**src/rtl/pipe_reg_elastic.sv**
```systemverilog
// rtl/pipe_reg_elastic.sv - elastic pipeline register with optional skid entry, flush and stall counter
module pipe_reg_elastic #(
  parameter int DATA_W = 32,
  parameter int SKID   = 1,
  parameter int CNT_W  = 16
) (
  input  logic              CLK,
  input  logic              RESET,
  input  logic              FLUSH,
  input  logic              in_VALID,
  output logic              in_READY,
  input  logic [DATA_W-1:0] in_DATA,
  output logic              out_VALID,
  input  logic              out_READY,
  output logic [DATA_W-1:0] out_DATA,
  output logic [CNT_W-1:0]  stall_CNT
);

  typedef enum logic [1:0] {
    ST_EMPTY     = 2'd0,
    ST_FULL      = 2'd1,
    ST_SKID_FULL = 2'd2
  } state_t;

  localparam logic [CNT_W-1:0] CNT_MAX = {CNT_W{1'b1}};

  state_t              r_state;
  state_t              w_state_nxt;
  logic [DATA_W-1:0]   r_main;
  logic [DATA_W-1:0]   w_skid;
  logic                w_main_load;
  logic                w_main_from_skid;
  logic                w_skid_load;
  logic [CNT_W-1:0]    r_stall_cnt;

  // Next-state and load decisions; FLUSH overrides everything except an
  // output transfer, which downstream has already taken this cycle.
  always_comb begin
    w_state_nxt      = r_state;
    w_main_load      = 1'b0;
    w_main_from_skid = 1'b0;
    w_skid_load      = 1'b0;
    case (r_state)
      ST_EMPTY: begin
        if (in_VALID) begin
          w_state_nxt = ST_FULL;
          w_main_load = 1'b1;
        end
      end
      ST_FULL: begin
        if (out_READY) begin
          if (in_VALID) begin
            w_main_load = 1'b1;
          end else begin
            w_state_nxt = ST_EMPTY;
          end
        end else if (in_VALID && (SKID != 0)) begin
          // Downstream stalled: park the new word behind the main entry.
          w_state_nxt = ST_SKID_FULL;
          w_skid_load = 1'b1;
        end
      end
      ST_SKID_FULL: begin
        if (out_READY) begin
          w_state_nxt      = ST_FULL;
          w_main_load      = 1'b1;
          w_main_from_skid = 1'b1;
        end
      end
      default: begin
        w_state_nxt = ST_EMPTY;
      end
    endcase
    if (FLUSH) begin
      w_state_nxt      = ST_EMPTY;
      w_main_load      = 1'b0;
      w_main_from_skid = 1'b0;
      w_skid_load      = 1'b0;
    end
  end

  // State register.
  always_ff @(posedge CLK) begin
    if (RESET) begin
      r_state <= ST_EMPTY;
    end else begin
      r_state <= w_state_nxt;
    end
  end

  // Main entry; it keeps its last value across a flush.
  always_ff @(posedge CLK) begin
    if (RESET) begin
      r_main <= '0;
    end else if (w_main_load) begin
      r_main <= w_main_from_skid ? w_skid : in_DATA;
    end
  end

  generate
    if (SKID != 0) begin : g_skid
      logic [DATA_W-1:0] r_skid;
      logic              r_in_ready;

      // Second entry, only written while downstream is stalled.
      always_ff @(posedge CLK) begin
        if (RESET) begin
          r_skid <= '0;
        end else if (w_skid_load) begin
          r_skid <= in_DATA;
        end
      end

      // Registered ready: low only while both entries are occupied.
      always_ff @(posedge CLK) begin
        if (RESET) begin
          r_in_ready <= 1'b1;
        end else begin
          r_in_ready <= (w_state_nxt != ST_SKID_FULL);
        end
      end

      assign w_skid   = r_skid;
      assign in_READY = r_in_ready;
    end else begin : g_noskid
      logic w_unused_skid_load;
      assign w_unused_skid_load = w_skid_load;
      assign w_skid             = '0;
      assign in_READY           = !out_VALID || out_READY;
    end
  endgenerate

  // Stall counter: counts cycles where a held word is refused, saturating.
  always_ff @(posedge CLK) begin
    if (RESET) begin
      r_stall_cnt <= '0;
    end else if (out_VALID && !out_READY && (r_stall_cnt != CNT_MAX)) begin
      r_stall_cnt <= r_stall_cnt + 1'b1;
    end
  end

  assign out_VALID = (r_state != ST_EMPTY);
  assign out_DATA  = r_main;
  assign stall_CNT = r_stall_cnt;

endmodule

```
**config.mk**
```make
export PLATFORM = sky130hd
export DESIGN_NAME = pipe_reg_elastic
export DESIGN_NICKNAME = d
export VERILOG_FILES = /design/src/rtl/pipe_reg_elastic.sv
export SDC_FILE = /design/constraint.sdc
export NUM_CORES = 1
export LEC_CHECK = 0
export BUFFER_PORTS_ARGS = -buffer_cell sky130_fd_sc_hd__buf_2
export CAP_MARGIN = 25
export CORE_ASPECT_RATIO = 0.5
export CORE_MARGIN = 2
export CORE_UTILIZATION = 60
export CTS_BUF_LIST = sky130_fd_sc_hd__clkbuf_8
export DETAILED_ROUTE_END_ITERATION = 7
export PLACE_DENSITY = 0.88
export SYNTH_ARGS = -nofsm -noshare
export SYNTH_HDL_FRONTEND = slang
export SYNTH_SLANG_ARGS = --single-unit
```
**constraint.sdc**
```tcl
create_clock -name CLK -period 2.69 [get_ports CLK]
set_input_delay 0.269 -clock CLK [delete_from_list [all_inputs] [get_ports CLK]]
set_output_delay 0.269 -clock CLK [all_outputs]
set_load 0.1 [all_outputs]
```
==> implementation parameters, run 1 <==
Parameter                              Value

Power and ir drop
  Static Leakage    1.63 nW
  Relative contribution of the clock network to total power    36.8%
  Part of the power in combinational logic    15.4%
  NetSw    between 0.7 and 0.8 mW
  Flop pwr share    47.8%
  Int Pwr    1.89 mW
  Peak supply drop    0.440 mV
  Power Dens Cells    612 nW/µm²
  Switching share of power    between 20% and 30%

Detailed routing
  Uppermost routed layer    met4
  Metal2 WL    4000 µm
  Sum of routed wire segments on met1    3710 µm
  Wire length after detailed routing    8360 µm
  Vias after detailed routing    3,359
  Number of remaining DRC errors    0
  Met3 layer wire length in the routed design    533 µm
  Avg Vias per Cell    5.72
  Length of the first detailed-routing pass in iterations    5
  Number of DRC markers after the initial detailed-route iteration    237
  Remaining antenna violation count after routing    0
  Routed WL per cell    14.2 µm

STA
  Max-Slew Margin vs Limit    37.4%
  Final Hold Fails    0
  Fin crit period    2.09 ns
  Max-slew violation total from the final report    0
  Final-layout setup total negative slack    0 ns
  Post-route fraction of the period consumed by the critical path    77.9%
  Slew at the pin with the worst max-slew slack    0.937 ns
  Achievable clock frequency    between 400 and 500 MHz
  Number of endpoints failing setup at the final stage    0
  Final clock skew    0.00686 ns
  Setup repair after global routing missed its margin    false

Global routing
  Maximum number of pins on one net before global-route repair    68
  Number of global-route vias before repair    3,023
  Global route overflow    0
  Number of antenna violations at the first check in global routing    0
  GRT Overall Usage    24.9%
  First-pass GRT wire length    13,400 µm

Run
  Count of max-cap constraint violations    0

Logic synthesis
  Mean Syn Cell Area    8.38 µm²
  Yosys warning count    0
  Sequential area share after synthesis    45.6%
  Mapped cell area    3650 µm²
  Post-Syn Instances    435
  Yosys reg bits    between 80 and 90
  Net Count, Synth    between 400 and 500
  Unique cell type count in the Yosys netlist    37

Floorplanning
  Initial Utilization    61.0%
  Number of ports placed on the die boundary    87
  Cell row count    20
  Die height    59.1 µm
  Area inside the core boundary    roughly 6000 µm²
  Die span in x    between 100 and 150 µm
  Die footprint    6750 µm²

Final layout
  Area growth syn-to-layout    19.7%
  Number of antenna diodes    0
  Total Nets Final    between 500 and 600
  Footprint of the flip-flops and latches    1660 µm²
  Number of fill cells    between 400 and 500
  Combined area of the multi-input logic cells    1840 µm²
  Share of layout cells above drive strength 1    23.3%
  Final Util    72.9%

Setup path
  Critical path arrival    2.39 ns
  Max FO, Critical Path    15
  Kind of launch point of the worst setup path    flop
  Start-to-end type of the worst setup path    flop to flop
  Required time of the critical path    2.99 ns
  Nature of the critical path endpoint    flop

CTS
  Clock buffers created by TritonCTS    9
  TritonCTS clock tree    done
  Master cell of the clock root buffer    clkbuf_8
  Worst-skew pair later-pin latency    0.36 ns
  Clock Sinks    between 80 and 90
  Max Buffers Root-to-Sink    2
  Number of buffers inserted by hold repair at cts    0
  Number of H-tree branching levels    3
  Number of post-CTS setup repair buffers    0
  Post_cts resized    0
  Register clock-pin slew on the reported worst setup and hold paths    approximately 0.08 ns

Outcome
  Result of the run    completed

Placement
  DP Wirelength    5340 µm
  Placer congestion estimate    0.793
  Buffers added on ports    between 80 and 90

Worst hold path
  Type of the tightest min-delay check    input port to flop
-- cell type report --
class | count | area share, %
flip-flops and latches | 83 | 38.1
clock inverters | 6 | 1.86
repair buffers | 95 | 12.2
inverters | 3 | 0.258
multi-input cells | 313 | 42.3
well taps | 77 | 2.21
clock buffers | 10 | 3.15
-- Yosys cell counts, drive strengths merged --
master   count  area (µm²)
dfxtp       83        1660
a21oi       76         380
nand2       71         267
o21ai       37         185
or3         36         225
mux2i       35         350
clkbuf      29         109
buf          7        42.5
nor3         7        35.0
nand3        5        25.0
o31ai        5        37.5
or4          5        37.5
nand4        4        31.3
nor2b        4        25.0
inv          3        11.3
nor2         3        11.3
nor4         3        18.8
and4         2        17.5
mux2         2        22.5
nand2b       2        12.5
or2          2        12.5
a211oi       1        7.51
a2bb2oi      1        8.76
a311oi       1        8.76
a31o         1        8.76
a31oi        1        6.26
a41oi        1        8.76
and4bb       1        12.5
ha           1        12.5
nand3b       1        7.51
nor4b        1        8.76
o21a         1        7.51
o21bai       1        7.51
o22a         1        8.76
or4b         1        13.8
-- state kept, by name, summed over array words and instances (netlist names) --
signal,count
g_skid.r_skid,32
in_READY,1
out_DATA,32
r_state,2
stall_CNT,16
-- through the flow --
step / instance area [µm²] / worst slack (ns) / instances / hold slack (ns) / total power, mW
6_report: 4360 / 0.595 / 587 / 0.151 / 2.67
5_1_grt: 4360 / 0.440 / 587 / 0.150 / 2.76
4_1_cts: 4360 / 0.607 / 587 / 0.147 / 2.68
3_5_place_dp: 4140 / 0.634 / 571 / 0.447 / 1.72
3_3_place_gp: 4100 / 0.638 / 569 / 0.441 / 1.71
2_1_floorplan: 3650 / 0.0851 / 435 / 0.394 / 1.62
-- power groups by stage --
stage / registers (mW) / clock network (mW) / logic, mW
2_1_floorplan: 1.50 / 0 / 0.118
3_3_place_gp: 1.30 / 0 / 0.402
3_5_place_dp: 1.31 / 0 / 0.411
4_1_cts: 1.28 / 0.994 / 0.412
5_1_grt: 1.28 / 1.04 / 0.435
6_report: 1.28 / 0.983 / 0.412
-- cell families after synthesis --
family                   after synthesis  synth area share [%]
AO/OA/AOI/OAI                        127                  18.5
AND/OR/NAND/NOR                      148                  20.9
flip-flops                            83                  45.6
adder cells (fa/ha/maj)                1                 0.343
buffers and inverters                 39                  4.46
multiplexers                          37                  10.2
-- worst max-delay path, stage by stage (launching register included) --
cell and delay [ns]:
dfxtp_1 0.48, o21bai_1 0.37, or4b_4 0.64, or4_1 0.41
a21oi_1 0.14
-- path summary, 6_finish.rpt --
path	startpoint	endpoint	slack (ns)	cells past startpoint
worst max register to register	r_state[0]	stall_CNT[13]	0.60	4
worst min register to register	g_skid.r_skid[19]	g_skid.r_skid[19]	0.46	2
worst min-delay path	in_DATA[20]	g_skid.r_skid[20]	0.15	3
worst max-delay path	r_state[0]	stall_CNT[13]	0.60	4
-- layer usage --
metal  global-route usage (%)  vias to the layer above
li1                         -                     1687
met1                     30.2                     1557
met2                     44.1                      102
met3                     7.16                       13
met4                     7.49                        0
met5                        0                        -
-- cell usage in the layout, fill, tap and decap left out, types with 2 or more instances in the layout --
master	synthesis	layout
buf_2	4	86
dfxtp_1	83	83
a21oi_1	76	76
nand2_1	71	71
o21ai_0	37	37
or3_1	36	36
mux2i_1	35	35
clkbuf_8	0	10
buf_4	3	7
nor3_1	7	6
inv_1	3	5
nand3_1	5	5
o31ai_1	5	5
or4_1	5	5
nor2b_1	4	4
nor4_1	3	3
nand4_1	3	3
nor2_1	3	3
or2_2	2	2
nand2b_1	2	2
and4_1	2	2
mux2_2	2	2
bufinv_16	0	2
(Power assumes the default switching activity.)
==> inputs of run 2 (changes only) <==
Settings changed: ABC_AREA set to 1, CORE_UTILIZATION 60 to 55, PLACE_DENSITY 0.88 to 0.82.
Clock period 2.69 ns to 2.1 ns, I/O delays scaled along.
==> implementation parameters, run 2 <==
Parameter                              Value

Outcome
  Result of the run    completed

Setup path
  Most prevalent standard cell on the critical path    nand2_1
  Required time of the critical path    2.38 ns (-0.61 ns)
  Max FO, Critical Path    10 (-5)
  Crit path cell chain    ha_1 -> nand2_1 -> nor2_1 -> nand2_1 -> o21ai_2 -> nand2_1 -> a21oi_1
  Maximum single-stage delay on the critical path    0.39 ns (-0.25 ns)
  Kind of launch point of the worst setup path    flop
  Reg2Reg Setup Slack    0.49 ns (-0.11 ns)
  Start-to-end type of the worst setup path    flop to flop
  Nature of the critical path endpoint    flop
  Critical path arrival    1.90 ns (-0.49 ns)
  Cell with the largest stage delay on the worst path    dfxtp_2

Detailed routing
  Avg Vias per Cell    4.98 (-13%)
  Length of the first detailed-routing pass in iterations    4 (-1)
  Number of DRC markers after the initial detailed-route iteration    257 (+8.4%)
  Wire length after detailed routing    7240 µm (-13%)
  Remaining antenna violation count after routing    0 (unchanged)
  Number of remaining DRC errors    0 (unchanged)
  Vias after detailed routing    3,235 (-3.7%)
  Routed WL per cell    11.1 µm (-22%)

Logic synthesis
  Most used DFF post-synth    dfxtp_1
  Synth cell count leaders    a21oi_1, dfxtp_1, nor2_1
  Synth async-reset ratio    0% (unchanged)
  Sequential area share after synthesis    47.0% (+1.4 points)
  Mean Syn Cell Area    7.32 µm² (-13%)
  Yosys warning count    0 (unchanged)
  Post-Syn Instances    483 (+11%)
  Yosys reg bits    83 (unchanged)
  Number of enable flip-flop cells after synthesis    0 (unchanged)
  Net Count, Synth    521 (+10%)
  Synth area leader    dfxtp_1
  Unique cell type count in the Yosys netlist    23 (-38%)
  Area fraction of the dominant cell type after synthesis    47.0% (+1.4 points)
  Mapped cell area    3540 µm² (-3.0%)
  Most instantiated library cell after synthesis    a21oi_1
  Leading post-synthesis cells by cell area    dfxtp_1, a21oi_1, nor2_1

CTS
  Number of post-CTS setup repair buffers    0 (unchanged)
  Register clock-pin slew on the reported worst setup and hold paths    0.09 ns (about the same)
  Worst-skew pair later-pin latency    0.36 ns (about the same)
  Max Buffers Root-to-Sink    2 (unchanged)
  Number of H-tree branching levels    3 (unchanged)
  Number of buffers inserted by hold repair at cts    0 (unchanged)
  Master cell of the clock root buffer    clkbuf_8
  Clock buffers created by TritonCTS    9 (unchanged)
  Post_cts resized    0 (unchanged)
  TritonCTS clock tree    done
  Clock Sinks    83 (unchanged)

Final layout
  Leading cell type in the layout, fill and taps excluded    a21oi_1
  Total Nets Final    595 (+9.6%)
  Count of placed standard cells in the final layout, fillers left out    650 (+11%)
  Number of antenna diodes    0 (unchanged)
  Area growth syn-to-layout    19.5%
  Number of fill cells    553 (+17%)
  Share of layout cells above drive strength 1    21.0% (-2.3 points)
  Top library cells by usage in the layout, fill and taps aside    a21oi_1, buf_2, dfxtp_1

Global routing
  Maximum number of pins on one net before global-route repair    66 (-2.9%)
  Number of antenna violations at the first check in global routing    0 (unchanged)
  Number of global-route vias before repair    2,824 (-6.6%)
  GRT Overall Usage    22.0% (-2.9 points)
  First-pass GRT wire length    12,500 µm (-6.9%)
  Global route overflow    0 (unchanged)

Floorplanning
  Area inside the core boundary    6130 µm² (+2.5%)
  Die footprint    7120 µm² (+5.5%)
  Initial Utilization    57.7% (-3.3 points)
  Die height    60.7 µm (+2.7%)
  Die span in x    117 µm (+2.8%)
  Cell row count    20 (unchanged)
  Number of ports placed on the die boundary    87 (unchanged)

Worst hold path
  Type of the tightest min-delay check    input port to flop

STA
  Max-slew violation total from the final report    0 (unchanged)
  Achievable clock frequency    620 MHz (+30%)
  Final Worst Setup Slack    0.488 ns (-0.107 ns)
  Final clock skew    0.00651 ns (-0.000347 ns)
  Slew at the pin with the worst max-slew slack    0.497 ns (-0.440 ns)
  Final Hold Fails    0 (unchanged)
  Post-route fraction of the period consumed by the critical path    76.7% (-1.1 points)
  Final-layout setup total negative slack    0 ns (unchanged)
  Fin crit period    1.61 ns (-0.483 ns)
  Minimum hold slack    0.139 ns (-0.0121 ns)
  Max-Slew Margin vs Limit    67.1% (+30 points)
  Number of endpoints failing setup at the final stage    0 (unchanged)
  Setup repair after global routing missed its margin    false

Run
  Count of max-cap constraint violations    0 (unchanged)

Placement
  Buffers added on ports    86 (unchanged)
  DP Wirelength    4740 µm (-11%)
  Worst slack at placement    0.486 ns (-0.148 ns)
  # placed instances    634 (+11%)
  Placer congestion estimate    0.856 (+8.0%)

Power and ir drop
  Power Dens Cells    808 nW/µm² (+32%)
  Static Leakage    1.73 nW (+6.1%)
  Peak supply drop    0.557 mV (+27%)
  Total design power    3.41 mW (+28%)
run 2: cell count changes after synthesis, sizes merged, moves of 16 or more:
cell / delta
a21oi: +34
inv: +46
mux2i: -35
nor2: +62
nand2: -16
or3: -36
o21ai: +28
run 2: layout make-up:
class | count | area (µm²) | share of cell area, %
clock buffers | 10 | 138 | 3.26
clock inverters | 6 | 72.6 | 1.72
inverters | 49 | 186 | 4.41
multi-input cells | 323 | 1550 | 36.7
flip-flops and latches | 83 | 1660 | 39.4
well taps | 88 | 110 | 2.61
repair buffers | 91 | 505 | 12.0
run 2: through the flow:
stage / utilization (%) / instance area [µm²]
floorplan: - / 3540
global placement: 65.5 / 4020
detailed placement: 65.5 / 4020
CTS: 68.9 / 4230
global route: 68.9 / 4230
finish: 68.9 / 4230
run 2: layer usage:
layer  up-vias  GRT usage (%)  wire (µm)
li1       1744              -          -
met1      1425           26.2       3420
met2        64           39.5       3430
met3         2           7.99        372
met4         0           5.68         17
met5         -              0          0
run 2: worst max-delay path: cells and delay by family, from the launching register on:
| family | cells | cell delay [ns] |
|---|---|---|
| and+or+nand+nor | 4 | 0.39 |
| adders and majority gates | 1 | 0.21 |
| DFF | 1 | 0.39 |
| AOI/OAI and AO/OA | 2 | 0.55 |
run 2: path summary, 6_finish.rpt:
path | startpoint | cells past startpoint | to
min reg2reg | g_skid.r_skid[24] | 2 | g_skid.r_skid[24]
max | stall_CNT[0] | 7 | stall_CNT[1]
max reg2reg | stall_CNT[0] | 7 | stall_CNT[1]
min | in_DATA[13] | 3 | out_DATA[13]
run 2: logic make-up after synthesis:
| logic type | after synthesis | share of synthesized area [%] |
|---|---|---|
| compound gates | 176 | 25.1 |
| simple gates | 140 | 16.7 |
| flops | 83 | 47.0 |
| buf+inv | 77 | 9.34 |
| xor+xnor | 6 | 1.49 |
| fa+ha+maj | 1 | 0.354 |
run 2: power breakdown:
part | internal, mW | switching [mW] | leakage, nW | total [mW]
Combinational | 0.110 | 0.461 | 0.953 | 0.570
Sequential | 1.63 | 0.0248 | 0.676 | 1.65
Clock | 0.594 | 0.597 | 0.103 | 1.19
==> inputs of run 3 (changes only) <==
Clock period 2.1 ns to 1.6 ns, I/O delays scaled along.
==> implementation parameters, run 3 (synthesis gave the netlist of run 2 again) <==
Parameter                              Value

Outcome
  Result of the run    completed

Placement
  Post-Place Cell Area    4110 µm² (+2.3%)
  Buffers added on ports    86 (unchanged)
  Placer congestion estimate    0.866 (+1.2%)
  Worst slack at placement    0.131 ns (-0.355 ns)
  DP Wirelength    4820 µm (+1.7%)

Setup path
  Max FO, Critical Path    5 (-5)
  Start-to-end type of the worst setup path    flop to output pin
  Launch instance of the worst register-to-register path    r_state[0]
  Terminus of the critical flop-to-flop path    out_DATA[3]
  Nature of the critical path endpoint    output pin
  End point of the critical path    out_VALID
  Kind of launch point of the worst setup path    flop
  Critical path arrival    1.33 ns (-0.57 ns)
  Reg2Reg Setup Slack    0.12 ns (-0.37 ns)
  Worst setup path startpoint    r_state[0]
  Required time of the critical path    1.44 ns (-0.94 ns)
  Worst Reg2Reg Path Length in Cells    8 (+1)

STA
  Final Worst Setup Slack    0.113 ns (-0.376 ns)
  Achievable clock frequency    between 600 and 700 MHz
  Final-layout setup total negative slack    0 ns (unchanged)
  Max-slew violation total from the final report    0 (unchanged)
  Fin crit period    roughly 1.5 ns
  Max-Slew Margin vs Limit    66.8% (-0.35 points)
  Final clock skew    0.00905 ns (+0.00254 ns)
  Setup repair after global routing missed its margin    false
  Minimum hold slack    0.0840 ns (-0.0548 ns)
  Post-route fraction of the period consumed by the critical path    93.0%
  Final Hold Fails    0 (unchanged)
  Number of endpoints failing setup at the final stage    0 (unchanged)
  Slew at the pin with the worst max-slew slack    0.502 ns (+0.00529 ns)

CTS
  Clock Sinks    83 (unchanged)
  Master cell of the clock root buffer    clkbuf_8
  Register clock-pin slew on the reported worst setup and hold paths    0.09 ns (about the same)
  TritonCTS clock tree    done
  Max Buffers Root-to-Sink    2 (unchanged)
  Worst-skew pair later-pin latency    0.36 ns (about the same)
  Number of H-tree branching levels    3 (unchanged)
  Clock buffers created by TritonCTS    9 (unchanged)
  Post_cts resized    0 (unchanged)

Detailed routing
  Wire length after detailed routing    7880 µm (+8.8%)
  Length of the first detailed-routing pass in iterations    4 (unchanged)
  Number of remaining DRC errors    0 (unchanged)
  Remaining antenna violation count after routing    0 (unchanged)
  Vias after detailed routing    3,334 (+3.1%)
  Routed WL per cell    12.1 µm (+8.8%)
  Number of DRC markers after the initial detailed-route iteration    250 (-2.7%)
  Avg Vias per Cell    5.13 (+3.1%)

Power and ir drop
  Power Dens Cells    1090 nW/µm² (+35%)
  Peak supply drop    0.785 mV (+41%)
  Switching share of power    29.8% (-1.9 points)
  Flop pwr share    45.0% (-3.4 points)
  Part of the power in combinational logic    16.2% (-0.5 points)
  Static Leakage    1.78 nW (+2.7%)
  Int Pwr    3.35 mW (+44%)
  NetSw    1.42 mW (+31%)
  Relative contribution of the clock network to total power    38.8% (+3.9 points)

Floorplanning
  Area inside the core boundary    6130 µm² (unchanged)
  Cell row count    20 (unchanged)
  Initial Utilization    57.7% (unchanged)
  Die footprint    7120 µm² (unchanged)
  Number of ports placed on the die boundary    87 (unchanged)
  Die height    60.7 µm (unchanged)
  Die span in x    117 µm (unchanged)

Final layout
  Top library cells by usage in the layout, fill and taps aside    a21oi_1, buf_2, dfxtp_1
  Leading cell type in the layout, fill and taps excluded    a21oi_1
  Number of antenna diodes    0 (unchanged)
  Post-route cell area    4380 µm² (+3.7%)
  Number of fill cells    527 (-4.7%)
  Combined area of the multi-input logic cells    1580 µm² (+1.8%)
  Footprint of the flip-flops and latches    1720 µm² (+3.2%)
  Share of layout cells above drive strength 1    24.2% (+3.2 points)
  Area growth syn-to-layout    23.9%
  Total Nets Final    596 (+0.17%)

Global routing
  Number of global-route vias before repair    2,927 (+3.6%)
  Global route overflow    0 (unchanged)
  Number of antenna violations at the first check in global routing    0 (unchanged)
  Maximum number of pins on one net before global-route repair    66 (unchanged)
  GRT Overall Usage    22.4% (+0.36 points)
  First-pass GRT wire length    12,800 µm (+2.2%)

Worst hold path
  Start point of the worst hold path    in_DATA[6]
  Type of the tightest min-delay check    input port to flop

Run
  Count of max-cap constraint violations    0 (unchanged)
==> run 3: timing repair <==
action	4_1_cts	5_1_grt
hold buffers	0	0
setup buffers	0	0
setup endpoints to repair	0	3
==> run 3: worst max-delay path: stages, from the launching register on <==
cell	delay, ns
dfxtp_1	0.41
nor2_2	0.09
inv_1	0.06
buf_2	0.41
==> run 3: power by group through the flow <==
stage	Sequential (mW)	Combinational (mW)	Clock, mW
CTS	2.15	0.762	1.90
global placement	2.19	0.752	0
global route	2.15	0.819	1.98
floorplan	2.61	0.191	0
finish	2.15	0.772	1.85
detailed placement	2.19	0.759	0
==> run 3: metal layers <==
metal	wire, µm	vias to the layer above	GRT usage (%)
met5	0	-	0
met4	122	0	10.7
met3	373	10	7.71
met2	3780	70	40.3
met1	3600	1511	25.1
li1	-	1743	-
==> run 3: how the worst min path moves through the flow <==
stage	cells past startpoint	endpoint	slack, ns
after floorplan	1	r_state[0]	0.23
after global placement	2	g_skid.r_skid[14]	0.44
after detailed placement	2	g_skid.r_skid[14]	0.44
after CTS	3	out_DATA[18]	0.06
after global routing	3	g_skid.r_skid[6]	0.08
final	3	g_skid.r_skid[6]	0.08
==> run 3: final cells by class <==
cell class | count | area share [%]
clock buffers | 10 | 3.14
flip-flops and latches | 83 | 39.2
well taps | 88 | 2.51
repair buffers | 92 | 12.4
clock inverters | 5 | 2.51
inverters | 49 | 4.26
multi-input cells | 323 | 36.0
==> run 3: through the flow <==
| stage | util, % | std cells | power [mW] |
|---|---|---|---|
| final | 71.4 | 650 | 4.77 |
| after global routing | 71.4 | 650 | 4.95 |
| after CTS | 71.0 | 649 | 4.81 |
| after detailed placement | 67.0 | 634 | 2.95 |
| after global placement | 67.0 | 634 | 2.94 |
| after floorplan | - | 483 | 2.80 |
